[src/rtl/tdm_pkg.sv]
// Shared TDM constants and types for the mux/demux pair.
// Keeps the slot geometry and FSM encoding in one place for both link ends.
package tdm_pkg;

  localparam int SLOT_W    = 2;
  localparam int NUM_SLOTS = 4;

  typedef enum logic {
    HUNT   = 1'b0,
    LOCKED = 1'b1
  } tdm_state_e;

  typedef logic [SLOT_W-1:0] slot_t;

  function automatic logic [NUM_SLOTS-1:0] slot_onehot(input slot_t s);
    logic [NUM_SLOTS-1:0] v;
    v    = '0;
    v[s] = 1'b1;
    return v;
  endfunction

endpackage

[src/rtl/tdm_demux4_if.sv]
// Link-side and channel-side signals of the 1-to-4 TDM demultiplexer.
// The slave modport is the demux; the master modport is whoever feeds and observes it.
interface tdm_demux4_if #(
  parameter int WIDTH = 1
);

  logic [WIDTH-1:0] Din;
  logic             Din_valid;
  logic             Frame_sync;
  logic [WIDTH-1:0] A;
  logic [WIDTH-1:0] B;
  logic [WIDTH-1:0] C;
  logic [WIDTH-1:0] D;
  logic             Sel1;
  logic             Sel2;
  logic             Locked;
  logic             Frame_done;
  logic             Sync_err;

  modport master (
    output Din, Din_valid, Frame_sync,
    input  A, B, C, D, Sel1, Sel2, Locked, Frame_done, Sync_err
  );

  modport slave (
    input  Din, Din_valid, Frame_sync,
    output A, B, C, D, Sel1, Sel2, Locked, Frame_done, Sync_err
  );

endinterface

[src/rtl/tdm_slot_counter.sv]
// Wrapping slot counter: tracks the next expected slot and emits the one-hot
// staging write enable for the word accepted this cycle.
module tdm_slot_counter
  import tdm_pkg::*;
(
  input  logic                 clk,
  input  logic                 rst_n,
  input  logic                 clear_i,
  input  logic                 load1_i,
  input  logic                 inc_i,
  output slot_t                slot_o,
  output logic [NUM_SLOTS-1:0] we_o
);

  slot_t slot_q;
  slot_t slot_d;

  // NOTE: every always_comb output gets a default first, so no path leaves it unassigned and no latch is inferred.
  always_comb begin
    slot_d = slot_q;
    we_o   = '0;
    if (clear_i) begin
      slot_d = '0;
    end else if (load1_i) begin
      slot_d = slot_t'(1);
      we_o   = slot_onehot('0);
    end else if (inc_i) begin
      slot_d = slot_q + slot_t'(1);
      we_o   = slot_onehot(slot_q);
    end
  end

  // NOTE: sequential state uses non-blocking assignments so all flops update from pre-edge values.
  always_ff @(posedge clk or negedge rst_n) begin
    if (!rst_n) begin
      slot_q <= '0;
    end else begin
      slot_q <= slot_d;
    end
  end

  assign slot_o = slot_q;

endmodule

[src/rtl/tdm_demux4.sv]
// Receive-side 1-to-4 TDM demultiplexer: stages slot words and publishes A..D once per full frame.
// Build option: define TDM_DEMUX_MISSING_SYNC_CHECK_EN to drop lock when slot 0 arrives without sync.
module tdm_demux4
  import tdm_pkg::*;
#(
  parameter int WIDTH = 1
) (
  input  logic         Clk,
  input  logic         Rst_n,
  tdm_demux4_if.slave  bus
);

  tdm_state_e           state_q;
  slot_t                slot;
  logic [NUM_SLOTS-1:0] we;
  logic                 clear;
  logic                 load1;
  logic                 inc;
  logic                 misalign;
  logic                 miss_sync;
  logic [WIDTH-1:0]     stage_q [NUM_SLOTS];
  logic [WIDTH-1:0]     out_q   [NUM_SLOTS];
  logic                 frame_pend_q;
  logic                 frame_done_q;
  logic                 sync_err_q;

  always_comb begin
    clear     = 1'b0;
    load1     = 1'b0;
    inc       = 1'b0;
    misalign  = 1'b0;
    miss_sync = 1'b0;
    if (bus.Din_valid) begin
      if (bus.Frame_sync) begin
        load1    = 1'b1;
        misalign = (state_q == LOCKED) && (slot != '0);
      end else if (state_q == LOCKED) begin
`ifdef TDM_DEMUX_MISSING_SYNC_CHECK_EN
        if (slot == '0) begin
          clear     = 1'b1;
          miss_sync = 1'b1;
        end else begin
          inc = 1'b1;
        end
`else
        inc = 1'b1;
`endif
      end
    end
  end

  tdm_slot_counter u_slot_counter (
    .clk     (Clk),
    .rst_n   (Rst_n),
    .clear_i (clear),
    .load1_i (load1),
    .inc_i   (inc),
    .slot_o  (slot),
    .we_o    (we)
  );

  // NOTE: staging and output words are reset explicitly because a reset mid-frame must visibly zero A..D.
  always_ff @(posedge Clk or negedge Rst_n) begin
    if (!Rst_n) begin
      state_q      <= HUNT;
      frame_pend_q <= 1'b0;
      frame_done_q <= 1'b0;
      sync_err_q   <= 1'b0;
      for (int i = 0; i < NUM_SLOTS; i++) begin
        stage_q[i] <= '0;
        out_q[i]   <= '0;
      end
    end else begin
      frame_pend_q <= we[NUM_SLOTS-1];
      frame_done_q <= frame_pend_q;
      sync_err_q   <= misalign | miss_sync;
      if (load1) begin
        state_q <= LOCKED;
      end else if (clear) begin
        state_q <= HUNT;
      end
      // Publish one edge after slot 3 lands; a concurrent slot-0 write only touches staging.
      if (frame_pend_q) begin
        for (int i = 0; i < NUM_SLOTS; i++) begin
          out_q[i] <= stage_q[i];
        end
      end
      for (int i = 0; i < NUM_SLOTS; i++) begin
        if (misalign && (i != 0)) begin
          stage_q[i] <= '0;
        end else if (we[i]) begin
          stage_q[i] <= bus.Din;
        end
      end
    end
  end

  assign bus.A          = out_q[0];
  assign bus.B          = out_q[1];
  assign bus.C          = out_q[2];
  assign bus.D          = out_q[3];
  assign bus.Sel1       = slot[1];
  assign bus.Sel2       = slot[0];
  assign bus.Locked     = (state_q == LOCKED);
  assign bus.Frame_done = frame_done_q;
  assign bus.Sync_err   = sync_err_q;

endmodule
[src/flat_wrapper.sv]
// flat-port wrapper written by rule: the top's interface ports become plain ports
module tdm_demux4_flat import tdm_pkg::*;
#(
  parameter int WIDTH = 1
)
  (Clk, Rst_n, bus_Din, bus_Din_valid, bus_Frame_sync, bus_A, bus_B, bus_C, bus_D, bus_Sel1, bus_Sel2, bus_Locked, bus_Frame_done, bus_Sync_err);
  tdm_demux4_if #(.WIDTH(WIDTH)) bus_i ();
  input  logic Clk;
  input  logic Rst_n;
  input wire logic [$bits(bus_i.Din)-1:0] bus_Din;
  input wire logic [$bits(bus_i.Din_valid)-1:0] bus_Din_valid;
  input wire logic [$bits(bus_i.Frame_sync)-1:0] bus_Frame_sync;
  output wire logic [$bits(bus_i.A)-1:0] bus_A;
  output wire logic [$bits(bus_i.B)-1:0] bus_B;
  output wire logic [$bits(bus_i.C)-1:0] bus_C;
  output wire logic [$bits(bus_i.D)-1:0] bus_D;
  output wire logic [$bits(bus_i.Sel1)-1:0] bus_Sel1;
  output wire logic [$bits(bus_i.Sel2)-1:0] bus_Sel2;
  output wire logic [$bits(bus_i.Locked)-1:0] bus_Locked;
  output wire logic [$bits(bus_i.Frame_done)-1:0] bus_Frame_done;
  output wire logic [$bits(bus_i.Sync_err)-1:0] bus_Sync_err;
  assign bus_i.Din = bus_Din;
  assign bus_i.Din_valid = bus_Din_valid;
  assign bus_i.Frame_sync = bus_Frame_sync;
  assign bus_A = bus_i.A;
  assign bus_B = bus_i.B;
  assign bus_C = bus_i.C;
  assign bus_D = bus_i.D;
  assign bus_Sel1 = bus_i.Sel1;
  assign bus_Sel2 = bus_i.Sel2;
  assign bus_Locked = bus_i.Locked;
  assign bus_Frame_done = bus_i.Frame_done;
  assign bus_Sync_err = bus_i.Sync_err;
  tdm_demux4 #(.WIDTH(WIDTH)) u_core (.Clk(Clk), .Rst_n(Rst_n), .bus(bus_i));
endmodule
[config.mk]
export PLATFORM = sky130hd
export DESIGN_NAME = tdm_demux4_flat
export DESIGN_NICKNAME = d
export VERILOG_FILES = /design/src/rtl/tdm_pkg.sv /design/src/rtl/tdm_demux4_if.sv /design/src/rtl/tdm_slot_counter.sv /design/src/rtl/tdm_demux4.sv /design/src/flat_wrapper.sv
export SDC_FILE = /design/constraint.sdc
export NUM_CORES = 1
export LEC_CHECK = 0
export CORE_AREA = 4 4 42 44
export DETAILED_ROUTE_END_ITERATION = 10
export DIE_AREA = 0 0 46 48
export PLACE_DENSITY = 0.68
export SETUP_SLACK_MARGIN = 0.15
export SYNTH_ARGS = -nofsm -noshare
export SYNTH_HDL_FRONTEND = slang
export SYNTH_HIERARCHICAL = 1
export SYNTH_SLANG_ARGS = --single-unit
[constraint.sdc]
create_clock -name Clk -period 1.95 [get_ports Clk]
set_clock_uncertainty 0.15 [all_clocks]
set_input_delay 0.39 -clock Clk [delete_from_list [all_inputs] [get_ports Clk]]
set_output_delay 0.39 -clock Clk [all_outputs]
set_load 0.005 [all_outputs]
* Word-level counts from Yosys, hierarchy flattened
Cells that the tools add are included. Widths: inputs -> output; s select.
Cells by class: add/sub/neg operators 1, reductions and logical operators 7, magnitude comparators 2, mux-type cells 19
Operators with widths (count):
- $mux 1 | 14
- $reduce_bool 2->1 | 5
- $mux 4 | 2
- $mux 2 | 2
- $lt 2x3->1 const B | 1
- $add 2x1->2 const B | 1
- $demux 1 s2 | 1
- $ge 2x1->1 const B | 1
- $logic_and 1x1->1 | 2
Storage, ports and cells: flip-flop bits (word level) 14

* Logic depth before layout (Yosys ltp)
Gate-level depths: netlist (run 1).
depth after elaboration 8, mapped depth 5, gate-level depth less buffers 5

* Hierarchy
The synthesis (run 1) kept the hierarchy.
Modules (own cells, without submodules):
- tdm_demux4 | instances 1, cells each 29, area each 436.7 um^2
- tdm_slot_counter | instances 1, cells each 19, area each 175.2 um^2

* Least setup slack after synthesis (run 1)
OpenSTA, ideal clock, no wires.
path kind reg2reg, start reg u_core.state_q (netlist: u_core/bus.Locked), end reg u_core/stage_q[3] in the netlist's numbering, buffers on the path 0, data required time 1675 ps, stages on the path, launching flop included 6, library setup time 125 ps, data arrival time 1194 ps, slack 481 ps, path through dfrtp_1 -> nand2_1 -> nor2_1 -> a21oi_1 -> nor2_1 -> mux2_2
Between the ends: longest elaborated chain between the ends 5
Ends and longest elaborated chain:
- from (decl) | line tdm_demux4.sv:13 | tdm_state_e state_q;
- from (signal assigned) | line tdm_demux4.sv:65 | state_q <= HUNT;
- from (signal assigned) | line tdm_demux4.sv:78 | state_q <= LOCKED;
- from (signal assigned) | line tdm_demux4.sv:80 | state_q <= HUNT;
- $mux 1 | line tdm_demux4.sv:37 | end else if (state_q == LOCKED) begin
- $mux 1 | line tdm_demux4.sv:34 | if (bus.Frame_sync) begin
- $mux 1 | line tdm_demux4.sv:33 | if (bus.Din_valid) begin
- net u_core.inc | line tdm_demux4.sv:18 | logic inc;
- $mux 4 | line tdm_slot_counter.sv:27 | end else if (inc_i) begin
- $mux 4 | line tdm_slot_counter.sv:24 | end else if (load1_i) begin
- net u_core.we[0] | line tdm_demux4.sv:15 | logic [NUM_SLOTS-1:0] we;
- to (signal, indexed assignment) | line tdm_demux4.sv:92 | stage_q[i] <= bus.Din;
- to (decl) | line tdm_demux4.sv:21 | logic [WIDTH-1:0] stage_q [NUM_SLOTS];
The timed path passes the listed nets, and every way through them passes these cells. A chain may end at the register's enable or synchronous reset.

* Final worst setup path (run 1)
start reg u_core.state_q (netlist: u_core/bus.Locked), end out bus_Locked
RTL lines:
- to (decl) | line flat_wrapper.sv:19 | output wire logic [$bits(bus_i.Locked)-1:0] bus_Locked;
No word-level cell between the ends.

==> run summary, run 1 <==
DRT iter0 DRCs -> 5
Mapped Area -> 612 um2
register area share after synthesis -> 57.3%
Die Y -> 48 um
initial core utilization -> 42.6%
critical path type -> reg2out
Skew-Pair Late Insertion Delay -> 270 ps
CTS clock-pin slew for the worst setup and hold paths -> 80 ps
largest net degree at the start of global routing -> 15
gr usage total -> 11.0%
power share of the combinational group -> 12.4%
placed cell areas -> 788 um2
Routed WL -> 985 um
wire length per cell -> 10.9 um
crit path buf inv count -> 1
Cells after Synth -> 48
Fmax -> 0.587 GHz
slowest stage delay, CP -> 510 ps
Fin. Hold Viols -> 0
drt first pass iters -> 3
Root Buffer Master -> clkbuf_4
Die Wd -> 46 um
internal power -> 0.000459 W
XOR/XNOR share of the synthesized area -> 1.43%
Reg power frac -> 53.4%
Final Max Tran Viols -> 0
Post-Layout Inst Area -> 856 um2
Synth top area share -> 57.3%
net switching power -> 0.000124 W
core area -> 0.00144 mm2
DRC violations left -> 0
Critical Path End Type -> output port
R2R cell count -> 6
routability cong. -> 0.731
LEAKAGE -> 0.415 nW
outcome -> finished clean
crit-path cells -> clkdlybuf4s50_1
Avg Inst Size Synth -> 12.7 um2
Longest Clk Path Bufs -> 2
placed cells -> 82
total die area -> 0.00221 mm2
Final TNS setup -> 0 ps
Tightest Hold Check Type -> in2async
grt ovf -> 0
CP Launch Point -> u_core/bus.Locked
drt via density -> 4.27
Max-Cap Viols -> 0
Sink Count -> 14
Sw Share -> 21.3%
IO Port Bufs -> 13
cts-stage hold buffer count -> 0
TritonCTS clock tree -> built
final setup vio count -> 0
number of global-route vias before repair -> 384
worst r2r dst -> u_core/stage_q[3]
post-synthesis compound-gate area fraction -> 3.68%
Tcrit/Tclk final -> 87.4%
final setup margin -> 246 ps
synth top area cells -> dfrtp_1, mux2_2, ha_1, mux2i_1, and3_2
CP max stage cell -> clkdlybuf4s50_1
Synth Area in Adders -> 8.18%
reg2reg setup slack -> 400 ps
standard-cell rows -> 14
Synth area leader -> dfrtp_1
Power, Total -> 0.000583 W
yosys warns -> 6
CP arrival -> 1160 ps
Synth cell types -> 15
Final Non-Filler Cells -> 90
clock network fraction of total power -> 34.2%
I/O pin cnt -> 14
total number of vias -> 384
first-pass GRT wire length -> 1.61 mm
Top Family by Delay on Critical Path -> buffers and inverters
Synth Area in Simple Gates -> 11.2%
Critical Path RT -> 1410 ps
Pwr Density -> 681 mW/mm2
final-layout fill cell count -> 129
htree depth -> 1
initial antenna violation count -> 0
FF+latch count, synth -> 14
Layout area overhead -> 39.9%
CTS Buf Count -> 3
largest family of logic cells by synthesized area -> multiplexers
Final min period -> 1700 ps
fraction of layout cells with a size suffix above 1 -> 28.4%
commonest non-fill, non-tap cells in the layout -> clkdlybuf4s50_1, dfrtp_1, nor2_1, buf_4, mux2_2
Max VDD drop -> 0.000770 V
origin of the critical flop-to-flop path -> u_core/bus.Locked
post-place setup slack -> -20.7 ps
ANT nets after route -> 0
RSZ-0062 raised after global routing -> false
post-synthesis mux area share -> 15.7%
Setup crit start kind -> register
Final nets -> 84
Max Fanout on Critical Path -> 3
antenna cells -> 0
through the flow:
step	util [%]	hold WS (ps)
CTS	58.0	267
finish	59.6	269
global placement	54.9	331
floorplan	-	-55.6
detailed placement	54.9	339
global route	59.6	277
synthesized netlist by cell type:
cell type and number:
dfrtp_1 14, nor2_1 6, mux2_2 5, ha_1 4
mux2i_1 4, and3_2 3, inv_1 3, a21oi_1 2
and2_4 1, conb_1 1, nand2_1 1, nor3_1 1
o2111a_2 1, or2_1 1, xnor2_1 1
state kept, by name (all words and copies together) (netlist names):
signal / cells
u_core/frame_pend_q: 1
u_core/bus.Sync_err: 1
u_core/u_slot_counter/slot_o: 2
u_core/bus.B: 1
u_core/bus.D: 1
u_core/stage_q: 4
u_core/bus.A: 1
u_core/bus.Locked: 1
u_core/bus.Frame_done: 1
u_core/bus.C: 1
worst max path at each step:
stage	to	slack (ps)	cells after the start
floorplan	u_core/stage_q[3]	480	5
global placement	u_core/stage_q[3]	30	6
detailed placement	u_core/stage_q[3]	-20	6
CTS	bus_Sel2	190	1
global route	bus_Locked	170	1
finish	bus_Locked	250	1
layout make-up:
| class | instances | area (um2) | share of cell area [%] |
|---|---|---|---|
| Tap cell | 16 | 20.0 | 2.34 |
| Multi-Input combinational cell | 34 | 262 | 30.6 |
| Inverter | 3 | 11.3 | 1.32 |
| Clock buffer | 4 | 36.3 | 4.24 |
| Sequential cell | 14 | 352 | 41.1 |
| Timing Repair Buffer | 19 | 175 | 20.5 |
power groups by stage:
stage / Combinational [W] / Sequential (W) / Clock [W]
CTS: 0.0000659 / 0.000313 / 0.000209
detailed placement: 0.0000637 / 0.000319 / 0
floorplan: 0.0000295 / 0.000318 / 0
finish: 0.0000725 / 0.000311 / 0.000199
global route: 0.0000816 / 0.000313 / 0.000224
global placement: 0.0000629 / 0.000320 / 0
kinds of logic (layout without fill, tap and decap cells):
kind of cell | count (synthesis) | after routing
xor gates and xnor gates | 1 | 1
AOI/OAI and AO/OA | 3 | 3
muxes | 9 | 9
other | 1 | 4
buffers and inverters | 3 | 26
DFF | 14 | 14
adders and majority gates | 4 | 4
and+or+nand+nor | 13 | 13
per-layer routing:
metal,part of all wire (%),vias to the layer above,global-route usage (%),wire length [um]
met3,7.3,0,6.77,72
met2,48,10,17.9,474
met1,44,166,12.8,438
li1,-,208,-,-
met4,0,0,1.70,0
met5,0,-,0,0
what timing repair did:
action                     CTS  global route
setup endpoints to repair    2             2
resized for setup            1             0
buffers inserted             1             3
No activity file was read; power rests on OpenSTA's default activity.
==> inputs of run 2 (changes only) <==
--- a/config.mk
+++ b/config.mk
@@ -5,10 +5,11 @@
 export SDC_FILE = /design/constraint.sdc
 export NUM_CORES = 1
 export LEC_CHECK = 0
-export CORE_AREA = 4 4 42 44
+export CORE_AREA = 4 4 41 43
+export CTS_BUF_LIST = sky130_fd_sc_hd__clkbuf_8
 export DETAILED_ROUTE_END_ITERATION = 10
-export DIE_AREA = 0 0 46 48
-export PLACE_DENSITY = 0.68
+export DIE_AREA = 0 0 45 47
+export PLACE_DENSITY = 0.71
 export SETUP_SLACK_MARGIN = 0.15
 export SYNTH_ARGS = -nofsm -noshare
 export SYNTH_HDL_FRONTEND = slang
==> run summary, run 2 (synthesized netlist as in run 1, its figures left out) <==
outcome -> finished clean
Pwr Density -> 721 mW/mm2 (+6.0%)
number of global-route vias before repair -> 414 (+7.8%)
Tightest Hold Check Type -> in2async
core area -> 0.00130 mm2 (-9.4%)
worst r2r dst -> u_core/stage_q[3]
DRC violations left -> 0 (unchanged)
Die Y -> 47 um (-2.1%)
Final Max Tran Viols -> 0 (unchanged)
slowest stage delay, CP -> 520 ps (about the same)
drt via density -> 4.95 (+16%)
Power, Total -> 0.000601 W (+3.2%)
Final min period -> 1720 ps (+19.5 ps)
final setup margin -> 227 ps (-19.5 ps)
Layout area overhead -> 36.2%
antenna cells -> 0 (unchanged)
cts-stage hold buffer count -> 0 (unchanged)
Longest Clk Path Bufs -> 2 (unchanged)
gr usage total -> 12.2% (+1.1 points)
CTS clock-pin slew for the worst setup and hold paths -> 50 ps (-30 ps)
Skew-Pair Late Insertion Delay -> 240 ps (-30 ps)
DRT iter0 DRCs -> 5 (unchanged)
post-place setup slack -> -69.5 ps (-48.8 ps)
RSZ-0062 raised after global routing -> false
Root Buffer Master -> clkbuf_8
placed cell areas -> 787 um2 (-0.16%)
CTS Buf Count -> 3 (unchanged)
standard-cell rows -> 13 (-1)
grt peak-use layer -> met2
crit-path cells -> clkdlybuf4s50_1
most common cell after layout, fill and taps aside -> clkdlybuf4s50_1
critical path type -> reg2out
IO Port Bufs -> 13 (unchanged)
htree depth -> 1 (unchanged)
final-layout fill cell count -> 120 (-7.0%)
initial antenna violation count -> 0 (unchanged)
Die Wd -> 45 um (-2.2%)
Post-Layout Inst Area -> 833 um2 (-2.6%)
Max Fanout on Critical Path -> 6 (+3)
Tcrit/Tclk final -> 88.4% (+1.0 points)
met1 Use GR -> 13.0% (+0.22 points)
largest net degree at the start of global routing -> 15 (unchanged)
total number of vias -> 416 (+8.3%)
wire length per cell -> 12.7 um (+16%)
I/O pin cnt -> 14 (unchanged)
reg2reg setup slack -> 480 ps (+80 ps)
Reg with most FFs -> u_core/stage_q
Multi-input gate area -> 264 um2 (+0.96%)
Fin Hold WS -> 317 ps (+48.0 ps)
TritonCTS clock tree -> built
Final nets -> 80 (-4.8%)
GRT met2 Usage -> 21.2% (+3.3 points)
first-pass GRT wire length -> 1.73 mm (+7.2%)
storage element area -> 353 um2 (+0.36%)
Max VDD drop -> 0.000383 V (-50%)
dpl hpwl -> 815 um
LEAKAGE -> 0.394 nW (-5.0%)
Critical Path End Type -> output port
Fmax -> 0.580 GHz (-1.1%)
Fin. Hold Viols -> 0 (unchanged)
grt ovf -> 0 (unchanged)
Critical Path RT -> 1410 ps (about the same)
R2R cell count -> 5 (-1)
Setup crit start kind -> register
Routed WL -> 1.07 mm (+8.2%)
routability cong. -> 0.674 (-7.8%)
final setup vio count -> 0 (unchanged)
commonest non-fill, non-tap cells in the layout -> clkdlybuf4s50_1, dfrtp_1, mux2_2, nor2_1
Final TNS setup -> 0 ps (unchanged)
ANT nets after route -> 0 (unchanged)
crit path buf inv count -> 1 (unchanged)
met3 Use GR -> 1.53% (-5.2 points)
origin of the critical flop-to-flop path -> u_core/u_slot_counter/slot_o[0]
initial core utilization -> 47.0% (+4.4 points)
CP arrival -> 1180 ps (+20 ps)
fraction of layout cells with a size suffix above 1 -> 26.1% (-2.3 points)
CP max stage cell -> clkdlybuf4s50_1
Top Family by Delay on Critical Path -> buffers and inverters
Sink Count -> 14 (unchanged)
total die area -> 0.00212 mm2 (-4.2%)
number of flip-flops under the largest register name -> 4 (unchanged)
Max-Cap Viols -> 0 (unchanged)
drt first pass iters -> 3 (unchanged)
==> run 2: cell types whose count changed in the layout (fill, tap and decap cells not counted), sizes merged <==
cell,change
buf,-4
clkbuf,-1
==> run 2: layout make-up <==
cell class / instances / share of cell area, %
clock buffer: 3 / 4.95
sequential: 14 / 42.3
timing repair buffer: 15 / 17.4
tap: 15 / 2.25
inverter: 3 / 1.35
multi-input combinational: 34 / 31.7
==> run 2: where the power goes <==
part / total (W) / switching [W] / internal (W) / leakage (nW)
registers: 0.000315 / 0.0000104 / 0.000305 / 0.183
logic: 0.0000641 / 0.0000284 / 0.0000357 / 0.189
clock network: 0.000222 / 0.0000859 / 0.000136 / 0.0216
==> run 2: worst max-delay path by stage <==
stage / to / startpoint / slack, ps / depth (start not counted)
floorplan: u_core/stage_q[3] / bus_Din_valid / 480 / 5
global placement: u_core/stage_q[3] / bus_Din_valid / -40 / 6
detailed placement: u_core/stage_q[3] / bus_Din_valid / -70 / 6
CTS: u_core/stage_q[3] / bus_Din_valid / 180 / 6
global route: u_core/stage_q[3] / bus_Din_valid / 170 / 6
finish: bus_Sel2 / u_core/u_slot_counter/slot_o[0] / 230 / 1
==> run 2: repair_timing <==
| action | 4_1_cts | 5_1_grt |
|---|---|---|
| buffers inserted | 0 | 0 |
| gates resized for setup | 1 | 2 |
| endpoints found under the setup margin | 1 | 3 |
==> run 2: metrics by stage <==
stage	util, %	cells
2_1_floorplan	-	51
3_3_place_gp	60.5	81
3_5_place_dp	60.5	81
4_1_cts	63.7	84
5_1_grt	64.0	84
6_report	64.0	84
==> run 2: routing by layer <==
layer  up-vias  part of all wire, %
met2        11                   51
met5         -                    0
met3         2                  5.9
met1       204                   42
met4         0                 0.75
li1        199                    -
==> inputs of run 3 (changes only) <==
--- a/config.mk
+++ b/config.mk
@@ -9,9 +9,11 @@
 export CTS_BUF_LIST = sky130_fd_sc_hd__clkbuf_8
 export DETAILED_ROUTE_END_ITERATION = 10
 export DIE_AREA = 0 0 45 47
-export PLACE_DENSITY = 0.71
+export DONT_BUFFER_PORTS = 1
+export PLACE_DENSITY = 0.58
 export SETUP_SLACK_MARGIN = 0.15
 export SYNTH_ARGS = -nofsm -noshare
 export SYNTH_HDL_FRONTEND = slang
 export SYNTH_HIERARCHICAL = 1
 export SYNTH_SLANG_ARGS = --single-unit
+export TNS_END_PERCENT = 100
==> run summary, run 3 (synthesized netlist as in run 1, its figures left out) <==
Max-Cap Viols -> 0 (unchanged)
IO Port Bufs -> 0 (-13)
placed cells -> 66 (-19%)
DRT iter0 DRCs -> 0 (-5)
Critical Path End Type -> register
LEAKAGE -> 0.344 nW (-13%)
Max VDD drop -> 0.000391 V (+2.2%)
Longest Clk Path Bufs -> 2 (unchanged)
Pwr Density -> 835 mW/mm2 (+16%)
RSZ-0062 raised after global routing -> false
Final TNS setup -> 0 ps (unchanged)
CP max stage cell -> dfrtp_1
first-pass GRT wire length -> 1.71 mm (-1.2%)
Root Buffer Master -> clkbuf_8
net switching power -> 0.000119 W (-4.3%)
core area -> 0.00130 mm2 (unchanged)
initial antenna violation count -> 0 (unchanged)
outcome -> finished clean
Sink Count -> 14 (unchanged)
Sw Share -> 20.6% (-0.14 points)
I/O pin cnt -> 14 (unchanged)
total number of vias -> 354 (-15%)
Power, Total -> 0.000579 W (-3.7%)
CTS Buf Count -> 3 (unchanged)
Final min period -> 1640 ps (-86.3 ps)
DRC violations left -> 0 (unchanged)
power share of the combinational group -> 7.2% (-3.5 points)
total die area -> 0.00212 mm2 (unchanged)
number of flip-flops under the largest register name -> 4 (unchanged)
Tcrit/Tclk final -> 83.9% (-4.4 points)
grt ovf -> 0 (unchanged)
Final Non-Filler Cells -> 70 (-17%)
clock network fraction of total power -> 38.2% (+1.3 points)
number of global-route vias before repair -> 395 (-4.6%)
Max Fanout on Critical Path -> 6 (unchanged)
Tightest Hold Check Type -> in2reg
commonest non-fill, non-tap cells in the layout -> dfrtp_1, nor2_1, mux2_2
largest net degree at the start of global routing -> 15 (unchanged)
crit-path cells -> nand2_1, nor2_1, a21oi_1, nor2_1, mux2_2
Fin. Hold Viols -> 0 (unchanged)
initial core utilization -> 47.0% (unchanged)
fraction of layout cells with a size suffix above 1 -> 23.6% (-2.5 points)
TritonCTS clock tree -> built
Die Y -> 47 um (unchanged)
Reg with most FFs -> u_core/stage_q
slowest stage delay, CP -> 400 ps (-120 ps)
Final nets -> 66 (-18%)
Worst Tran Pin Value -> 603 ps
CTS clock-pin slew for the worst setup and hold paths -> 50 ps (about the same)
drt via density -> 5.06 (+2.1%)
post-place setup slack -> 294 ps (+364 ps)
Setup crit start kind -> register
ANT nets after route -> 0 (unchanged)
Layout area overhead -> 13.3%
drt first pass iters -> 1 (-2)
Fmax -> 0.611 GHz (+5.3%)
final setup vio count -> 0 (unchanged)
Die Wd -> 45 um (unchanged)
wire length per cell -> 14.3 um (+13%)
most used cell, CP -> nor2_1
antenna cells -> 0 (unchanged)
Critical Path RT -> 1920 ps (+510 ps)
critical path type -> reg2reg
Skew-Pair Late Insertion Delay -> 240 ps (about the same)
gr usage total -> 12.0% (-0.18 points)
Reg power frac -> 54.6% (+2.1 points)
final setup margin -> 313 ps (+86.3 ps)
dpl hpwl -> 772 um (-5.2%)
post-CTS sizing -> 0 (-1)
most common cell after layout, fill and taps aside -> dfrtp_1
internal power -> 0.000460 W (-3.5%)
Final Max Tran Viols -> 0 (unchanged)
relative slew slack -> 59.7%
Routed WL -> 1.00 mm (-5.8%)
routability cong. -> 0.654 (-2.9%)
CP arrival -> 1610 ps (+430 ps)
htree depth -> 1 (unchanged)
standard-cell rows -> 13 (unchanged)
-- run 3: cell types whose count changed in the layout (fill, tap and decap cells not counted) --
| cell | change |
|---|---|
| buf_4 | -2 |
| clkdlybuf4s50_1 | -13 |
| dfrtp_1 | +2 |
| dfrtp_2 | -2 |
| dlygate4sd3_1 | +1 |
| nor2_1 | +1 |
| nor2_2 | -1 |
-- run 3: path summary, 6_finish.rpt --
path	slack, ps	end	from	cells after the start
max in group asynchronous	800	u_core/stage_q[1]	Rst_n	1
min in group asynchronous	450	u_core/frame_pend_q	Rst_n	1
max reg2reg	310	u_core/stage_q[3]	u_core/bus.Locked	5
max	310	u_core/stage_q[3]	u_core/bus.Locked	5
min reg2reg	350	u_core/bus.Frame_done	u_core/frame_pend_q	0
min	150	u_core/stage_q[3]	bus_Din	1
-- run 3: what timing repair did --
action,4_1_cts,5_1_grt
hold buffers,1,0
setup buffers,0,0
endpoints found under the hold margin,14,0
-- run 3: layer usage --
layer | part of all wire (%) | GRT usage, % | up-vias | routed length (um)
li1 | - | - | 171 | -
met1 | 41 | 12.7 | 170 | 413
met2 | 50 | 19.5 | 13 | 498
met3 | 9.2 | 4.60 | 0 | 92
met4 | 0 | 8.77 | 0 | 0
met5 | 0 | 0 | - | 0
-- run 3: power by group through the flow --
stage               Sequential, W  Clock, W  Combinational (W)
finish                   0.000316  0.000221          0.0000417
global route             0.000320  0.000245          0.0000482
CTS                      0.000316  0.000233          0.0000424
detailed placement       0.000321         0          0.0000351
global placement         0.000321         0          0.0000329
floorplan                0.000318         0          0.0000295
-- run 3: stage by stage --
stage	hold WS (ps)	instance area, um2	util (%)
after floorplan	-55.6	623	-
final	152	693	53.3
after CTS	144	693	53.3
after global routing	147	693	53.3
after detailed placement	-55.2	642	49.3
after global placement	-55.3	642	49.3
-- run 3: final cells by class --
| class | count | area [um2] |
|---|---|---|
| Inverter | 3 | 11.3 |
| Multi-Input combinational cell | 34 | 262 |
| Fill cell | 123 | 608 |
| Sequential cell | 14 | 350 |
| Timing Repair Buffer | 1 | 10.0 |
| Clock buffer | 3 | 41.3 |
| Tap cell | 15 | 18.8 |
-- run 3: critical path: cells and delay by family, from the launching register on --
| family | cells | cell delay, ps |
|---|---|---|
| flip-flops | 1 | 400 |
| multiplexers | 1 | 330 |
| AO/OA/AOI/OAI | 1 | 130 |
| AND/OR/NAND/NOR | 3 | 520 |
